===== src/rtl/bmp280_i2c_target.sv =====
// bmp280_i2c_target: I2C responder emulating the BMP280 register map (chip id, ctrl_meas, config, raw data).
// Latency: SCL/SDA go through SYNC_STAGES flops plus one edge-detect flop; SDA drive changes 1 clk after a synced SCL fall.
// Backpressure: none -- SCL is input-only (no clock stretching), so clk must be >= 8x the SCL rate.
//
// Ports:
//   clk, rstn             system clock, async active-low reset
//   scl_i, sda_i          open-drain pad inputs
//   sda_oe                1 = pull SDA low
//   temp_raw, press_raw   20-bit raw samples from fabric, snapshotted at each read address-ACK
//   ctrl_meas, config_reg register 0xF4 / 0xF5 contents
//   wr_strobe             one-clk pulse after an accepted register write
//   busy                  1 from an addressed START until STOP
// Build option: define BMP280_TARGET_CALIB_EN to serve the CALIB table at 0x88..0xA1.

module bmp280_i2c_target #(
   parameter logic [6:0]   I2C_ADDR    = 7'h76,
   parameter logic [7:0]   CHIP_ID     = 8'h58,
   parameter int           SYNC_STAGES = 2,
   parameter logic [207:0] CALIB       = 208'h0
) (
   input  logic        clk,
   input  logic        rstn,
   input  logic        scl_i,
   input  logic        sda_i,
   output logic        sda_oe,
   input  logic [19:0] temp_raw,
   input  logic [19:0] press_raw,
   output logic [7:0]  ctrl_meas,
   output logic [7:0]  config_reg,
   output logic        wr_strobe,
   output logic        busy
);

   typedef enum logic [3:0] {
      S_IDLE,
      S_ADDR,
      S_ADDR_ACK,
      S_PTR,
      S_PTR_ACK,
      S_WDATA,
      S_WDATA_ACK,
      S_RDATA,
      S_MACK,
      S_WAIT
   } state_t;

   localparam int         CALIB_BYTES = $bits(CALIB) / 8;
   localparam logic [7:0] CALIB_FIRST = 8'h88;
   localparam logic [7:0] CALIB_LAST  = 8'(CALIB_FIRST + CALIB_BYTES - 1);

   // ------------------------------------------------------------------
   // Pad synchronizers and bus-condition detection
   // ------------------------------------------------------------------
   logic [SYNC_STAGES-1:0] scl_sync;
   logic [SYNC_STAGES-1:0] sda_sync;
   logic                   scl_q;
   logic                   sda_q;
   logic                   scl_s;
   logic                   sda_s;

   // Idle bus is high on both lines, so the chain resets high to avoid
   // a phantom edge right after reset release.
   always_ff @(posedge clk or negedge rstn) begin
      if (!rstn) begin
         scl_sync <= '1;
         sda_sync <= '1;
         scl_q    <= 1'b1;
         sda_q    <= 1'b1;
      end else begin
         scl_sync <= {scl_sync[SYNC_STAGES-2:0], scl_i};
         sda_sync <= {sda_sync[SYNC_STAGES-2:0], sda_i};
         scl_q    <= scl_sync[SYNC_STAGES-1];
         sda_q    <= sda_sync[SYNC_STAGES-1];
      end
   end

   assign scl_s = scl_sync[SYNC_STAGES-1];
   assign sda_s = sda_sync[SYNC_STAGES-1];

   logic scl_rise;
   logic scl_fall;
   logic start_det;
   logic stop_det;

   assign scl_rise  =  scl_s & ~scl_q;
   assign scl_fall  = ~scl_s &  scl_q;
   assign start_det =  scl_s &  scl_q &  sda_q & ~sda_s;
   assign stop_det  =  scl_s &  scl_q & ~sda_q &  sda_s;

   // ------------------------------------------------------------------
   // Protocol state
   // ------------------------------------------------------------------
   state_t      state;
   logic [2:0]  bit_cnt;
   logic [7:0]  sh;         // receive shift register, reused to shift read data out
   logic [7:0]  ptr;
   logic        rd_mode;
   logic        ack_on;     // second half of an ACK slot: we are holding SDA low
   logic        mack_ok;    // master ACKed the last read byte
   logic [19:0] temp_sh;
   logic [19:0] press_sh;
   logic [7:0]  rd_byte;
   logic [7:0]  rx_byte;

   assign rx_byte = {sh[6:0], sda_s};

   // ------------------------------------------------------------------
   // Read map; raw data comes from the per-transaction shadow copy
   // ------------------------------------------------------------------
   logic in_calib;
   assign in_calib = (ptr >= CALIB_FIRST) && (ptr <= CALIB_LAST);

`ifdef BMP280_TARGET_CALIB_EN
   logic [7:0]   calib_idx;
   logic [207:0] calib_shift;
   assign calib_idx   = ptr - CALIB_FIRST;
   assign calib_shift = CALIB << {calib_idx, 3'b000};
`endif

   always_comb begin
      rd_byte = 8'h00;
      case (ptr)
         8'hD0:   rd_byte = CHIP_ID;
         8'hF3:   rd_byte = 8'h00;    // never reports measuring / NVM copy
         8'hF4:   rd_byte = ctrl_meas;
         8'hF5:   rd_byte = config_reg;
         8'hF7:   rd_byte = press_sh[19:12];
         8'hF8:   rd_byte = press_sh[11:4];
         8'hF9:   rd_byte = {press_sh[3:0], 4'h0};
         8'hFA:   rd_byte = temp_sh[19:12];
         8'hFB:   rd_byte = temp_sh[11:4];
         8'hFC:   rd_byte = {temp_sh[3:0], 4'h0};
         default: begin
`ifdef BMP280_TARGET_CALIB_EN
            if (in_calib) rd_byte = calib_shift[207:200];
`else
            // Without the table the calibration window simply reads zero.
            if (in_calib) rd_byte = 8'h00;
`endif
         end
      endcase
   end

   // ------------------------------------------------------------------
   // Main FSM. START/STOP override every state; START has priority over
   // any SCL edge seen in the same cycle.
   // ------------------------------------------------------------------
   always_ff @(posedge clk or negedge rstn) begin
      if (!rstn) begin
         state      <= S_IDLE;
         bit_cnt    <= 3'd0;
         sh         <= 8'h00;
         ptr        <= 8'h00;
         rd_mode    <= 1'b0;
         ack_on     <= 1'b0;
         mack_ok    <= 1'b0;
         temp_sh    <= 20'h0;
         press_sh   <= 20'h0;
         sda_oe     <= 1'b0;
         ctrl_meas  <= 8'h00;
         config_reg <= 8'h00;
         wr_strobe  <= 1'b0;
         busy       <= 1'b0;
      end else begin
         wr_strobe <= 1'b0;
         if (start_det) begin
            // Repeated START keeps the pointer so write-ptr/Sr/read works.
            state   <= S_ADDR;
            bit_cnt <= 3'd0;
            ack_on  <= 1'b0;
            mack_ok <= 1'b0;
            sda_oe  <= 1'b0;
         end else if (stop_det) begin
            state   <= S_IDLE;
            ack_on  <= 1'b0;
            mack_ok <= 1'b0;
            sda_oe  <= 1'b0;
            busy    <= 1'b0;
         end else begin
            case (state)
               S_ADDR: begin
                  if (scl_rise) begin
                     sh      <= rx_byte;
                     bit_cnt <= bit_cnt + 3'd1;
                     if (bit_cnt == 3'd7) begin
                        if (rx_byte[7:1] == I2C_ADDR) begin
                           state   <= S_ADDR_ACK;
                           rd_mode <= rx_byte[0];
                           busy    <= 1'b1;
                           if (rx_byte[0]) begin
                              temp_sh  <= temp_raw;
                              press_sh <= press_raw;
                           end
                        end else begin
                           state <= S_WAIT;
                        end
                     end
                  end
               end

               // ACK slots: first SCL fall grabs SDA, second fall ends the slot.
               S_ADDR_ACK: begin
                  if (scl_fall) begin
                     if (!ack_on) begin
                        ack_on <= 1'b1;
                        sda_oe <= 1'b1;
                     end else begin
                        ack_on  <= 1'b0;
                        bit_cnt <= 3'd0;
                        if (rd_mode) begin
                           sh     <= rd_byte;
                           sda_oe <= ~rd_byte[7];
                           state  <= S_RDATA;
                        end else begin
                           sda_oe <= 1'b0;
                           state  <= S_PTR;
                        end
                     end
                  end
               end

               S_PTR: begin
                  if (scl_rise) begin
                     sh      <= rx_byte;
                     bit_cnt <= bit_cnt + 3'd1;
                     if (bit_cnt == 3'd7) begin
                        ptr   <= rx_byte;
                        state <= S_PTR_ACK;
                     end
                  end
               end

               S_PTR_ACK: begin
                  if (scl_fall) begin
                     if (!ack_on) begin
                        ack_on <= 1'b1;
                        sda_oe <= 1'b1;
                     end else begin
                        ack_on  <= 1'b0;
                        bit_cnt <= 3'd0;
                        sda_oe  <= 1'b0;
                        state   <= S_WDATA;
                     end
                  end
               end

               S_WDATA: begin
                  if (scl_rise) begin
                     sh      <= rx_byte;
                     bit_cnt <= bit_cnt + 3'd1;
                     if (bit_cnt == 3'd7) state <= S_WDATA_ACK;
                  end
               end

               // The register write commits only once the ACK slot has
               // completed, so a STOP inside a byte leaves registers untouched.
               S_WDATA_ACK: begin
                  if (scl_fall) begin
                     if (!ack_on) begin
                        ack_on <= 1'b1;
                        sda_oe <= 1'b1;
                     end else begin
                        ack_on  <= 1'b0;
                        bit_cnt <= 3'd0;
                        sda_oe  <= 1'b0;
                        state   <= S_WDATA;
                        ptr     <= ptr + 8'd1;
                        case (ptr)
                           8'hF4: begin
                              ctrl_meas <= sh;
                              wr_strobe <= 1'b1;
                           end
                           8'hF5: begin
                              config_reg <= sh;
                              wr_strobe  <= 1'b1;
                           end
                           8'hE0: begin
                              if (sh == 8'hB6) begin
                                 ctrl_meas  <= 8'h00;
                                 config_reg <= 8'h00;
                                 wr_strobe  <= 1'b1;
                              end
                           end
                           default: ;
                        endcase
                     end
                  end
               end

               // Bit 7 is already on the wire when this state is entered;
               // each SCL fall presents the next bit.
               S_RDATA: begin
                  if (scl_rise) begin
                     bit_cnt <= bit_cnt + 3'd1;
                     if (bit_cnt == 3'd7) begin
                        state   <= S_MACK;
                        mack_ok <= 1'b0;
                        ptr     <= ptr + 8'd1;
                     end
                  end else if (scl_fall) begin
                     sh     <= {sh[6:0], 1'b0};
                     sda_oe <= ~sh[6];
                  end
               end

               // First fall releases SDA for the master's ACK bit, the rise
               // samples it, the next fall launches the following byte.
               S_MACK: begin
                  if (scl_rise) begin
                     if (sda_s) state <= S_WAIT;
                     else       mack_ok <= 1'b1;
                  end else if (scl_fall) begin
                     if (mack_ok) begin
                        mack_ok <= 1'b0;
                        sh      <= rd_byte;
                        sda_oe  <= ~rd_byte[7];
                        bit_cnt <= 3'd0;
                        state   <= S_RDATA;
                     end else begin
                        sda_oe <= 1'b0;
                     end
                  end
               end

               S_IDLE, S_WAIT: ;

               default: state <= S_IDLE;
            endcase
         end
      end
   end

endmodule


===== config.mk =====
export PLATFORM = sky130hd
export DESIGN_NAME = bmp280_i2c_target
export DESIGN_NICKNAME = d
export VERILOG_FILES = /design/src/rtl/bmp280_i2c_target.sv
export SDC_FILE = /design/constraint.sdc
export NUM_CORES = 1
export LEC_CHECK = 0
export BUFFER_PORTS_ARGS = -buffer_cell sky130_fd_sc_hd__buf_2
export CORE_MARGIN = 1
export CORE_UTILIZATION = 53
export CTS_CLUSTER_SIZE = 20
export DETAILED_ROUTE_END_ITERATION = 6
export GPL_TIMING_DRIVEN = 0
export MAX_ROUTING_LAYER = met4
export PLACE_DENSITY = 0.77
export SLEW_MARGIN = 25
export SYNTH_ARGS = -nofsm -noshare
export SYNTH_HDL_FRONTEND = slang
export SYNTH_SLANG_ARGS = --single-unit

===== constraint.sdc =====
create_clock -name clk -period 2 [get_ports clk]
set_input_delay 0.2 -clock clk [delete_from_list [all_inputs] [get_ports clk]]
set_output_delay 0.2 -clock clk [all_outputs]
set_load 0.01 [all_outputs]

# Yosys cells after proc, flatten, opt, wreduce, memory -nomap -nowiden
# Index checks and enable logic that the tools add are counted.
[word_totals]
regBits = 91
input_bits = 44
out_inout_bits = 19
[op_classes]
addsub = 2
n_eq_ne = 66
mux = 87
bitwise_logic = 15
n_reduce_logical = 32
[ops]
columns = ["op", "count"]
rows = [
  ["$mux W8", 16],
  ["$eq A8 B8 Y1 const B", 11],
  ["$mux W4", 19],
  ["$pmux W8 S9", 1],
  ["$ne A4 B4 Y1 const B", 14],
  ["$mux W1", 33],
  ["$ne A2 B2 Y1 const B", 16],
  ["$pmux W4 S8", 1],
  ["$pmux W8 S2", 2],
  ["$pmux W8 S4", 1],
  ["$reduce_and A7 Y1", 4],
  ["$mux W3", 9],
  ["$pmux W8 S3", 1],
  ["$ne A5 B5 Y1 const B", 4],
  ["$eq A4 B3 Y1 const B", 4],
  ["$reduce_and A16 Y1", 1],
  ["$ne A3 B3 Y1 const B", 4],
  ["$reduce_and A12 Y1", 1],
  ["$reduce_bool A2 Y1", 6],
  ["$reduce_bool A4 Y1", 3],
  ["$reduce_and A5 Y1", 2],
  ["$ne A3 B1 Y1 const B", 3],
  ["$pmux W3 S3", 1],
  ["$reduce_and A9 Y1", 1],
  ["22 further kinds", 44],
]

# Logic depth before layout (Yosys ltp)
[depth]
word_depth = 9
ltp_mapped = 10
depth_no_buf = 8

# Worst setup path after synthesis
# Ideal clock, no wire load.
[synth_timing]
kind = "reg-to-reg"
startpoint = "register scl_sync[1]"
endpoint = "register state[1]"
arrival_ns = 2.080
required_time_ns = 1.874
slack_ns = -0.206
path_stages_with_launch = 9
n_path_buf = 0
path_cell_list = "dfstp_2 > inv_1 > ha_1 > o21bai_1 > a32oi_1 > o41ai_1 > nor3_1 > a221oi_2 > a221o_1"
[synth_between]
elab_chain_len = 5
word_cells_on_any_way = 29
classes_between = "eq/ne: 16; mux: 4; bitwise: 8; reduce/logical: 1"
[synth_lines]
columns = ["item", "line", "text"]
rows = [
  ["start, declared", "54", "logic [SYNC_STAGES-1:0] scl_sync;"],
  ["start signal, assigned", "70", "scl_sync <= {scl_sync[SYNC_STAGES-2:0], scl_i};"],
  ["$and A1 B1 Y1, on equally long branches", "87, 88, 85", ""],
  ["$and A1 B1 Y1, or another cell as far along (2 in a row)", "87", "assign start_det = scl_s & scl_q & sda_q & ~sda_s;"],
  ["$ne A5 B5 Y1 (no source line), or another cell as far along", "-", ""],
  ["$reduce_and A16 Y1 (no source line) or $mux W4 (tied branches)", "-", ""],
  ["end signal, assigned", "150", "state <= S_IDLE;"],
  ["end signal, assigned", "168", "state <= S_ADDR;"],
  ["end signal, assigned", "174", "state <= S_IDLE;"],
  ["end, declared", "93", "state_t state;"],
]
# Several ways; a longest one is shown, not always the timed one.
# A chain may end at the register's enable or synchronous reset.

# Worst setup path after layout
[layout_timing]
startpoint = "register sh[2]"
endpoint = "register state[1]"
[layout_between]
elab_chain_len = 7
[layout_lines]
columns = ["item", "line", "text"]
rows = [
  ["start, declared", "95", "logic [7:0] sh;"],
  ["start signal, assigned", "183", "sh <= rx_byte;"],
  ["start signal, assigned", "211", "sh <= rd_byte;"],
  ["start signal, assigned", "224", "sh <= rx_byte;"],
  ["$eq A7 B7 Y1", "186", "if (rx_byte[7:1] == I2C_ADDR) begin"],
  ["$mux W4", "186", ""],
  ["$mux W4", "185", "if (bit_cnt == 3'd7) begin"],
  ["$mux W4", "182", "if (scl_rise) begin"],
  ["$pmux W4 S8", "180", "case (state)"],
  ["$mux W4", "173", "end else if (stop_det) begin"],
  ["$mux W4", "166", "if (start_det) begin"],
  ["end signal, assigned", "168", ""],
  ["end signal, assigned", "174", ""],
  ["end signal, assigned", "187", "state <= S_ADDR_ACK;"],
]
# No other way between the ends. The select of a mux whose other input is x is not followed.

==> results list <==
* Distinct cells, synth: 67
- The checks that failed: design-rule violations, negative setup slack.
- In this run, the combinational gates consume between 40% and 50% of the power.
- For this configuration, the core starts out at a cell density of 55.8%.
- Run status: complete, but fails checks
- Tmin final: between 2 and 2.5 ns
- Tcrit/Tclk final: 116%
* Clock tree from TritonCTS: built
- Dominant register cell in the synthesized netlist: dfrtp_1
- Worst-path fanout max: 5
- The worst setup path is captured at a flop.
- The post-route netlist has around 53% of its cells at a drive strength greater than 1.
- Hold Path Class: primary input to flop
- Once detail routing completed, the nets flagged for antenna violations numbered 0.
- For the worst-skew pair, the clock arrives at the later sink with an insertion delay of 0.39 ns.
- Once routing completed, OpenROAD measured the worst setup slack at -0.312 ns.
* Pwr per Cell Area: 821 nW/µm²
- Final slew viol count: 0
- Net count of the finished layout: 646
- GP Congestion: 0.926
* Cell occurring most often along the worst timing path: buf_4
* Syn Area/Cell: 11.0 µm²
- H-tree depth: 3
- The number of nets in the synthesized netlist is 503.
- Cell internal power was estimated by the tool at around 0.0036 W.
- Height of the chip: 98.8 µm
- The clock net in this run drives a total of 91 sinks.
- Clock-pin slew was measured on the worst setup and hold paths at 0.11 ns.
- Share of total power in the clock network: a little over a fifth
* Top cells by area, synth: dfrtp_1, mux2_1, mux2_2
- Sum of internal, switching and leakage power: 0.00590 W
- In this run the biggest area consumer among cell types represents 42.9% of the synthesized area.
- Cell area after synthesis: 4960 µm²
- Largest registers: press_sh (20), temp_sh (20)
- The cell count after synthesis came out at 450.
* Number of enable-type register cells in the synthesized netlist: 0
* Full die area: 9760 µm²
- Net switching is 38.9% of the power.
* Number of failing setup endpoints in the final timing report: between 80 and 90
* Final hold vios: 0
- Startpoint type of the worst setup path: flop
- For this run, design rule violations remaining after detail routing come to 1.
- Unrepaired setup endpoints after global routing: yes
- Post-Route WL: 17200 µm
- Among all stages on the critical path, the largest delay is contributed by dfrtp_1.
- Total clock buffers created by CTS: 9
* Clock skew: between 0.015 and 0.02 ns
- Max Cap Viol: 0
- Max-slew headroom: 54.2%
- Walking the worst path, the cells encountered are nor4bb_4 > buf_4 > buf_4 > buf_4 > buf_4 > buf_4 > and4_4 > o21ai_1 > a211oi_2 > o2111a_1 > a221o_1.
- In the routed layout, each cell is associated on average with a via count of roughly 6.7.
* Most repeated cell in the gate-level netlist after synthesis: dfrtp_1
* Largest net degree at the start of global routing: 65
* Core area: 8890 µm²
* Cell type contributing the most total cell area after synthesis: dfrtp_1
- From left edge to right edge, the die measures around 100 µm.
* P_sw: 0.00229 W
- Final Core Density: 80.8%
- VDD sags by at most 0.000602 V.
- Counting both buffers and inverters, the worst setup path holds a total of 5.
- Achievable clock frequency: between 400 and 500 MHz
* Required arrival time at the worst endpoint: 2.25 ns
- Among cell families on the critical path, the largest total delay comes from compound AO/OA/AOI/OAI gates.
- In this design, the stage delay of the slowest critical-path cell is 0.49 ns.
* Number of iterations in the first detailed-routing pass: 7
- Input and output buffers added on the ports amount to 62.
* Total number of yosys warnings: 0
- WS Path Type: flop to flop
- Counting instances in the post-synthesis netlist gives the leading cell types as dfrtp_1, mux2_1, nand2_1.
- For this design the static power due to leakage is 3.34 nW.
- The number of global-route vias before repair came to 4555.
* Grt ovf: 0
- Detail Placement HPWL: 9310 µm
* Number of buffers on the longest clock path: 2
* Wire length per cell: approximately 24 µm
- Overall fraction of global-route tracks in use: 33.3%
* # IOs: 63
- For the pin with the worst max-slew slack, the measured transition is 0.688 ns.
* Total via count in the routed design: around 4800
- Layout fillers: between 400 and 500
- Sequential elements use 46.0% of the synthesized area.
- Number of standard-cell rows in the floorplan: 34
- The tree is rooted in a clkbuf_8.
* FF+latch count, synth: 91
- Sequential share of power: 36.5%
- Arrival time at the worst endpoint: about 2.6 ns
* Non-filler instance count after layout: slightly above 700
- Global-route wire length before repair: 24200 µm
* DR iter-0 viols: between 600 and 700
- Counting tap cells, the placed design contains a total of 621 instances.
- In the synthesized netlist the async set-or-reset flop fraction comes to 100%.
- The area growth from synthesis to layout is 44.7%.
* Antenna violations before repair: 1
[area by class of cell]
class                   count  area (µm²)  area share (%)
multi-input cells         318        3170            44.1
flip-flops and latches     91        2290            31.9
repair buffers            135        1050            14.6
plain buffers              27         294            4.09
well taps                 108         135            1.88
clock buffers               9         124            1.73
clock inverters             7        70.1           0.976
inverters                  11        50.0           0.697
diodes                      1        2.50          0.0348
[worst paths after layout]
| path | slack, ns | startpoint | endpoint | depth (start not counted) |
|---|---|---|---|---|
| max | -0.31 | sh[2] | state[1] | 11 |
| min | 0.04 | temp_raw[15] | temp_sh[15] | 2 |
| max reg2reg | -0.31 | sh[2] | state[1] | 11 |
| min reg2reg | 0.37 | sda_sync[0] | sda_sync[1] | 0 |
| max in group asynchronous | 1.15 | rstn | ptr[0] | 3 |
| min in group asynchronous | 0.22 | rstn | press_sh[7] | 2 |
[kinds of logic (layout without fill, tap and decap cells)]
logic type	Yosys count	in the layout	synth area share, %
compound gates	115	115	17.1
flops	91	91	46.0
other cells	0	1	0
buf+inv	41	189	4.56
simple gates	120	120	13.5
xor+xnor	2	2	0.353
fa+ha+maj	9	9	2.27
mux	72	72	16.2
[per-stage QoR]
stage	setup WS, ns	cell area [µm²]	TNS, ns	hold WS (ns)
after floorplan	-0.101	5070	-1.58	-0.0956
after global placement	-0.626	5520	-32.54	0.306
after detailed placement	-0.606	5550	-32.36	0.0815
after CTS	-0.272	6730	-16.64	0.0331
after global routing	-0.408	7180	-24.57	0.0363
final	-0.312	7180	-20.74	0.0351
[per-layer routing]
metal,track usage (%),part of all wire (%),routed length [µm]
met1,45.0,40,6810
met2,52.1,48,8230
met3,5.04,9.0,1550
met4,10.2,3.6,622
met5,-,0,0
[placed cells by master (no fill, tap or decap), types with 7 or more instances in the layout]
| master | instances |
|---|---|
| ha_4 | 7 |
| a22o_1 | 15 |
| a21oi_1 | 8 |
| dfrtp_1 | 82 |
| mux2_4 | 63 |
| o21ai_0 | 8 |
| nand2_1 | 30 |
| nand3_1 | 11 |
| a222oi_1 | 10 |
| and2_1 | 9 |
| nor2_1 | 15 |
| buf_6 | 20 |
| clkbuf_8 | 10 |
| buf_4 | 48 |
| mux2i_1 | 7 |
| buf_2 | 67 |
| o22ai_1 | 9 |
| a21oi_2 | 9 |
[power by group through the flow]
stage / Clock, W / Combinational [W] / Sequential (W)
finish: 0.00129 / 0.00245 / 0.00215
detailed placement: 0 / 0.00153 / 0.00216
global placement: 0 / 0.00151 / 0.00215
global route: 0.00137 / 0.00255 / 0.00216
floorplan: 0 / 0.00115 / 0.00211
CTS: 0.00127 / 0.00200 / 0.00211
[timing repair]
item / in CTS / in global routing
setup buffers: 52 / 14
setup endpoints to repair: 82 / 83
gates cloned: 1 / 5
hold buffers: 3 / 0
resized for setup: 140 / 62
pin swaps: 32 / 20
hold endpoints to repair: 29 / 0
No activity file was read; power rests on OpenSTA's default activity.
